--- config.mk ---
export PLATFORM = sky130hd
export DESIGN_NAME = cpu_sequencer
export DESIGN_NICKNAME = d
export VERILOG_FILES = /design/src/rtl/cpu_pkg.sv /design/src/rtl/cpu_pc_unit.sv /design/src/rtl/cpu_sequencer.sv
export SDC_FILE = /design/constraint.sdc
export NUM_CORES = 1
export LEC_CHECK = 0
export ABC_AREA = 1
export CORE_ASPECT_RATIO = 0.7
export CORE_MARGIN = 5
export CORE_UTILIZATION = 30
export CTS_BUF_LIST = sky130_fd_sc_hd__clkbuf_16
export DETAILED_ROUTE_END_ITERATION = 7
export MAX_ROUTING_LAYER = met4
export SETUP_SLACK_MARGIN = 0.05
export SYNTH_ARGS = -nofsm -noshare
export SYNTH_HDL_FRONTEND = slang
export SYNTH_SLANG_ARGS = --single-unit
export TNS_END_PERCENT = 10
--- constraint.sdc ---
create_clock -name clk -period 6 [get_ports clk]
set_clock_uncertainty 0.15 [all_clocks]
set_input_delay 0.6 -clock clk [delete_from_list [all_inputs] [get_ports clk]]
set_output_delay 0.6 -clock clk [all_outputs]
set_load 0.02 [all_outputs]
--- src/rtl/cpu_pkg.sv ---
// rtl/cpu_pkg.sv - shared opcodes, control codes, state types and sign-extension helper
package cpu_pkg;

  localparam logic [3:0] OP_BR   = 4'b0000;
  localparam logic [3:0] OP_ADD  = 4'b0001;
  localparam logic [3:0] OP_AND  = 4'b0101;
  localparam logic [3:0] OP_NOT  = 4'b1001;
  localparam logic [3:0] OP_JMP  = 4'b1100;
  localparam logic [3:0] OP_LEA  = 4'b1110;
  localparam logic [3:0] OP_HALT = 4'b1111;

  localparam logic [1:0] ALU_ADD  = 2'b00;
  localparam logic [1:0] ALU_AND  = 2'b01;
  localparam logic [1:0] ALU_NOT  = 2'b10;
  localparam logic [1:0] ALU_PASS = 2'b11;

  localparam logic [1:0] SSEL_REG   = 2'b00;
  localparam logic [1:0] SSEL_IMM   = 2'b01;
  localparam logic [1:0] SSEL_PCREL = 2'b10;

  typedef enum logic [1:0] {FETCH, DECODE, EXECUTE, HALTED} state_e;
  typedef enum logic [1:0] {PC_HOLD, PC_INC, PC_BRANCH, PC_JUMP} pc_sel_e;

  // Replicates bit msb of v into every higher bit.
  function automatic logic [15:0] sext(input logic [15:0] v, input logic [3:0] msb);
    logic [15:0] r;
    for (int i = 0; i < 16; i++) begin
      r[i] = (i <= int'(msb)) ? v[i] : v[msb];
    end
    return r;
  endfunction

endpackage

--- src/rtl/cpu_pc_unit.sv ---
// rtl/cpu_pc_unit.sv - program counter with hold / increment / relative branch / absolute jump
module cpu_pc_unit
  import cpu_pkg::*;
#(
  parameter logic [15:0] RESET_PC = 16'h0000
) (
  input  logic        clk,
  input  logic        rst_n,
  input  pc_sel_e     pc_sel,
  input  logic [15:0] br_offset,
  input  logic [15:0] jmp_target,
  output logic [15:0] pc
);

  logic [15:0] r_pc;
  logic [15:0] w_pc_next;

  always_comb begin
    w_pc_next = r_pc;
    case (pc_sel)
      PC_INC:    w_pc_next = r_pc + 16'd1;
      PC_BRANCH: w_pc_next = r_pc + br_offset;
      PC_JUMP:   w_pc_next = jmp_target;
      default:   w_pc_next = r_pc;
    endcase
  end

  always_ff @(posedge clk or negedge rst_n) begin
    if (!rst_n) r_pc <= RESET_PC;
    else        r_pc <= w_pc_next;
  end

  assign pc = r_pc;

endmodule

--- src/rtl/cpu_sequencer.sv ---
// rtl/cpu_sequencer.sv - multi-cycle fetch/decode/execute control unit for the 16-bit core
module cpu_sequencer
  import cpu_pkg::*;
#(
  parameter logic [15:0] RESET_PC  = 16'h0000,
  parameter logic [2:0]  RESET_NZP = 3'b010
) (
  input  logic        clk,
  input  logic        rst_n,
  output logic        imem_req,
  output logic [15:0] imem_addr,
  input  logic        imem_ack,
  input  logic [15:0] imem_data,
  input  logic [15:0] rf_rd_data1,
  input  logic [15:0] alu_result,
  output logic [15:0] pc,
  output logic [15:0] ir,
  output logic [2:0]  rf_sr1,
  output logic [2:0]  rf_sr2,
  output logic [2:0]  rf_dr,
  output logic        rf_we,
  output logic [1:0]  alu_op,
  output logic [1:0]  ssel,
  output logic [15:0] imm,
  output logic [2:0]  nzp,
  output logic        halted,
  output logic        illegal
);

  state_e      r_state;
  state_e      w_state_next;
  logic [15:0] r_ir;
  logic [2:0]  r_nzp;
  logic [15:0] w_pc;
  pc_sel_e     w_pc_sel;
  logic [3:0]  w_opcode;
  logic        w_alu_wr;
  logic        w_lea;
  logic        w_bad_op;
  logic        w_taken;
  logic        w_in_exec;

  assign w_opcode  = r_ir[15:12];
  assign w_in_exec = (r_state == EXECUTE);
  assign w_taken   = |(r_ir[11:9] & r_nzp);

  cpu_pc_unit #(.RESET_PC(RESET_PC)) u_pc (
    .clk        (clk),
    .rst_n      (rst_n),
    .pc_sel     (w_pc_sel),
    .br_offset  (sext({10'd0, r_ir[5:0]}, 4'd5)),
    .jmp_target (rf_rd_data1),
    .pc         (w_pc)
  );

  always_ff @(posedge clk or negedge rst_n) begin
    if (!rst_n) r_state <= FETCH;
    else        r_state <= w_state_next;
  end

  always_comb begin
    w_state_next = r_state;
    case (r_state)
      FETCH:   if (imem_ack) w_state_next = DECODE;
      DECODE:  w_state_next = EXECUTE;
      EXECUTE: w_state_next = (w_opcode == OP_HALT) ? HALTED : FETCH;
      HALTED:  w_state_next = HALTED;
      default: w_state_next = FETCH;
    endcase
  end

  // Decode is combinational off ir, so the control outputs stay put through DECODE and EXECUTE.
  always_comb begin
    rf_dr    = r_ir[11:9];
    rf_sr1   = r_ir[8:6];
    rf_sr2   = r_ir[2:0];
    alu_op   = ALU_ADD;
    ssel     = SSEL_REG;
    imm      = 16'h0000;
    w_alu_wr = 1'b0;
    w_lea    = 1'b0;
    w_bad_op = 1'b0;
    case (w_opcode)
      OP_ADD, OP_AND, OP_NOT: begin
        w_alu_wr = 1'b1;
        alu_op   = (w_opcode == OP_AND) ? ALU_AND :
                   (w_opcode == OP_NOT) ? ALU_NOT : ALU_ADD;
        if (r_ir[5]) begin
          ssel = SSEL_IMM;
          imm  = sext({11'd0, r_ir[4:0]}, 4'd4);
        end
      end
      OP_LEA: begin
        w_lea  = 1'b1;
        alu_op = ALU_PASS;
        ssel   = SSEL_PCREL;
        imm    = w_pc + sext({7'd0, r_ir[8:0]}, 4'd8);
      end
      OP_BR, OP_JMP, OP_HALT: ;
      default: w_bad_op = 1'b1;
    endcase

    w_pc_sel = PC_HOLD;
    if (r_state == FETCH && imem_ack)                      w_pc_sel = PC_INC;
    else if (w_in_exec && w_opcode == OP_BR && w_taken)    w_pc_sel = PC_BRANCH;
    else if (w_in_exec && w_opcode == OP_JMP)              w_pc_sel = PC_JUMP;

    // rst_n gates req directly because the state register reads FETCH during reset.
    imem_req = rst_n && (r_state == FETCH);
    rf_we    = w_in_exec && (w_alu_wr || w_lea);
    illegal  = w_in_exec && w_bad_op;
    halted   = (r_state == HALTED);
  end

  always_ff @(posedge clk or negedge rst_n) begin
    if (!rst_n) begin
      r_ir  <= 16'h0000;
      r_nzp <= RESET_NZP;
    end else begin
      if (r_state == FETCH && imem_ack) r_ir <= imem_data;
      if (w_in_exec && w_alu_wr)
        r_nzp <= {alu_result[15], alu_result == 16'h0000,
                  ~alu_result[15] && (alu_result != 16'h0000)};
    end
  end

  assign pc        = w_pc;
  assign imem_addr = w_pc;
  assign ir        = r_ir;
  assign nzp       = r_nzp;

endmodule

==> run summary <==
post-synth net total: 618
post-synthesis cell area: 3610 sq um
pre-CTS WS: 2.36 ns
number of global-route vias before repair: 3727
worst endpoint required time: 5.25 ns
gr usage total: 0.183
drt drc: 0
gr busiest metal: met1
routed wire length: 13100 microns
mux share of post-synthesis cell area: 0
cts hold-fix bufs: 0
Port-buffer cells: 134
Synth Area in XOR/XNOR: 0.0315
minimum clock period: 4.00 ns
placed wire-length estimate: 10300 microns
CTS tree: yes
antenna-violating nets left: 0
First-pass DRT Iterations: 5
critical path peak fanout: 17
ys flop type: dfrtp_1
Power Density: 544 nW/um^2
Max Cap Viol: 0
die area: 14400 sq um
Finished Layout Cells: 807
Worst R2R Start: nzp[1]
WHS: 0.225 ns
largest net degree at the start of global routing: 39
CTS clk-pin slew, worst paths: 0.06 ns
clock sinks: 37
CP Launch Type: register
Clk Latency, worst-skew pair: 0.29 ns
Rel. slew slack: 0.470
GRT overflow: 0
CP Class: reg2out
maximum clock path buffer count: 2
ys async rst share: 1.00
sequential fraction of the synthesis area: 0.257
Initial Util: 0.308
Setup TNS: 0 ns
H-tree levels: 2
Post-synth EDFFs: 0
core footprint: 11700 sq um
PostCTS Resize Cnt: 0
Post-Synth Adder-Cell Area: 0.0804
met1 GRT Util: 0.273
Syn. warnings: 0
VDD IR max: 0.284 mV
grt met3 use: 0.0378
vias: 4082
setup ws final: 2.00 ns
Post-Synthesis Cells: 545
Die Y: 102 microns
RSZ-0062 raised after global routing: false
#FFs+latches synth: 37
hold crit path type: in2async
largest family of logic cells by synthesized area: simple AND/OR/NAND/NOR gates
Slew Limit Fails: 0
Layout fillers: 1200
crit share post-route: 0.667
nets: 722
n_diodes: 0
worst r2r dst: u_pc.pc[12]
Fmax achieved: 250 MHz
worst-case reg-to-reg path depth: 21
Cell Rows: 33
run status: complete, no violations
register area: 927 sq um
GR Util met2: 0.252
FF-to-FF setup slack: 2.47 ns
# setup viols final: 0
simple-gate share of the synthesized area: 0.361
Avg Inst Size Synth: 6.63 sq um
root buffer cell: clkbuf_16
I/O Pins: 135
area occupied by multi-input gates: 2240 sq um
Routability Congestion: 0.928
Final Util: 0.435
Data arrival, critical path: 3.25 ns
Leak Pwr: 2.42 nW
Layout area overhead: 41.1%
Setup crit end kind: primary output
post-synthesis compound-gate area fraction: 0.147
global-route wire length before repair: 20200 microns
die width: 141 microns
initial antenna violation count: 0
Post-CTS Setup Repair Bufs: 0
Post-Place Cells: 799
DR iter-0 viols: 413
Final Hold Viols: 0
Yosys cell types: 43
layout cells sized above 1: 0.0569
CTS buffer count: 5
via/cell ratio: 5.06
WL/cell: 16.3 microns
Worst Tran Pin Value: 0.789 ns
## power breakdown
group / total [W] / switching (W) / internal [W]
registers: 0.000597 / 0.000235 / 0.000362
logic: 0.00182 / 0.00108 / 0.000736
clock network: 0.000357 / 0.000117 / 0.000240
total: 0.00277 / 0.00143 / 0.00134
## sequential cells by signal (all words and copies together), names as in the netlist
register and cells:
ir 16, u_pc.pc 16, nzp 3, r_state 2
## cells in the mapped netlist, types with 2 or more instances
library cell,instances,area (sq um)
nand2_1,157,589
nor2_1,62,233
inv_1,45,169
o21ai_0,39,195
dfrtp_1,36,901
nand3_1,30,150
a21oi_1,28,140
buf_4,25,188
ha_1,20,250
nand4_1,15,93.8
nand2_2,10,62.6
xor2_1,8,70.1
clkbuf_1,7,26.3
o41ai_1,7,61.3
buf_2,5,25.0
xnor2_1,5,43.8
nor4_1,4,25.0
o211ai_1,4,30.0
nor3_1,3,15.0
o21ai_1,3,15.0
a21o_1,2,15.0
buf_6,2,22.5
fa_1,2,40.0
inv_2,2,7.51
nand2_4,2,22.5
nor3b_1,2,15.0
o22ai_1,2,12.5
o32ai_1,2,17.5
or2_2,2,12.5
## critical path, cell delays in order, from the launching register on
cell and delay [ns]:
dfrtp_1 0.60, ha_1 0.45, nand2_1 0.11, nor2_1 0.13
nand2_1 0.06, o211ai_1 0.16, nand2_1 0.12, a21oi_1 0.23
nand3_1 0.10, nand2_1 0.09, nor2_1 0.04, o21ai_0 0.19
clkdlybuf4s50_1 0.66
## layout make-up
cell class | instances | area share
clock buffer | 5 | 0.0246
tap | 157 | 0.0385
multi-input combinational | 420 | 0.440
sequential | 37 | 0.182
inverter | 49 | 0.0363
timing repair buffer | 136 | 0.265
clock inverter | 3 | 0.0135
## through the flow
step / power (W) / instance area (sq um)
6_report: 0.00277 / 5100
5_1_grt: 0.00297 / 5100
4_1_cts: 0.00277 / 5100
3_5_place_dp: 0.00240 / 4900
3_3_place_gp: 0.00239 / 4900
2_1_floorplan: 0.00172 / 3610
## worst max-delay path by stage
stage | endpoint | depth (start not counted) | from | slack (ns)
after floorplan | imm[11] | 11 | ir[5] | 3.05
after global placement | imm[11] | 12 | ir[5] | 2.48
after detailed placement | imm[11] | 12 | ir[5] | 2.36
after CTS | imm[11] | 12 | ir[5] | 2.04
after global routing | imm[11] | 12 | ir[5] | 1.73
final | imm[11] | 12 | ir[5] | 2.00
## cell families (layout without fill, tap and decap cells)
family | after synthesis | after routing
simple gates | 293 | 293
compound gates | 92 | 92
buf+inv | 88 | 193
flops | 37 | 37
fa+ha+maj | 22 | 22
xor+xnor | 13 | 13
## cells in the final DEF (no fill, tap or decap), types with 2 or more instances in the layout
cell	n
a21o_1	2
a21oi_1	28
buf_4	2
bufinv_16	2
clkbuf_16	5
clkdlybuf4s50_1	133
dfrtp_1	36
fa_1	2
ha_1	20
inv_1	45
inv_2	2
nand2_1	157
nand2_2	10
nand2_4	2
nand3_1	30
nand4_1	15
nor2_1	62
nor3_1	2
nor3_2	2
nor3b_1	2
nor4_1	4
o211ai_1	4
o21ai_0	39
o21ai_1	3
o22ai_1	2
o32ai_1	2
o41ai_1	7
or2_2	2
xnor2_1	5
xor2_1	8
## routing by layer
layer | up-vias | share of wire
met4 | 0 | 0.011
met2 | 170 | 0.42
met5 | - | 0
met1 | 1902 | 0.50
li1 | 1999 | -
met3 | 11 | 0.077
Power figures use the tool's default switching activity.
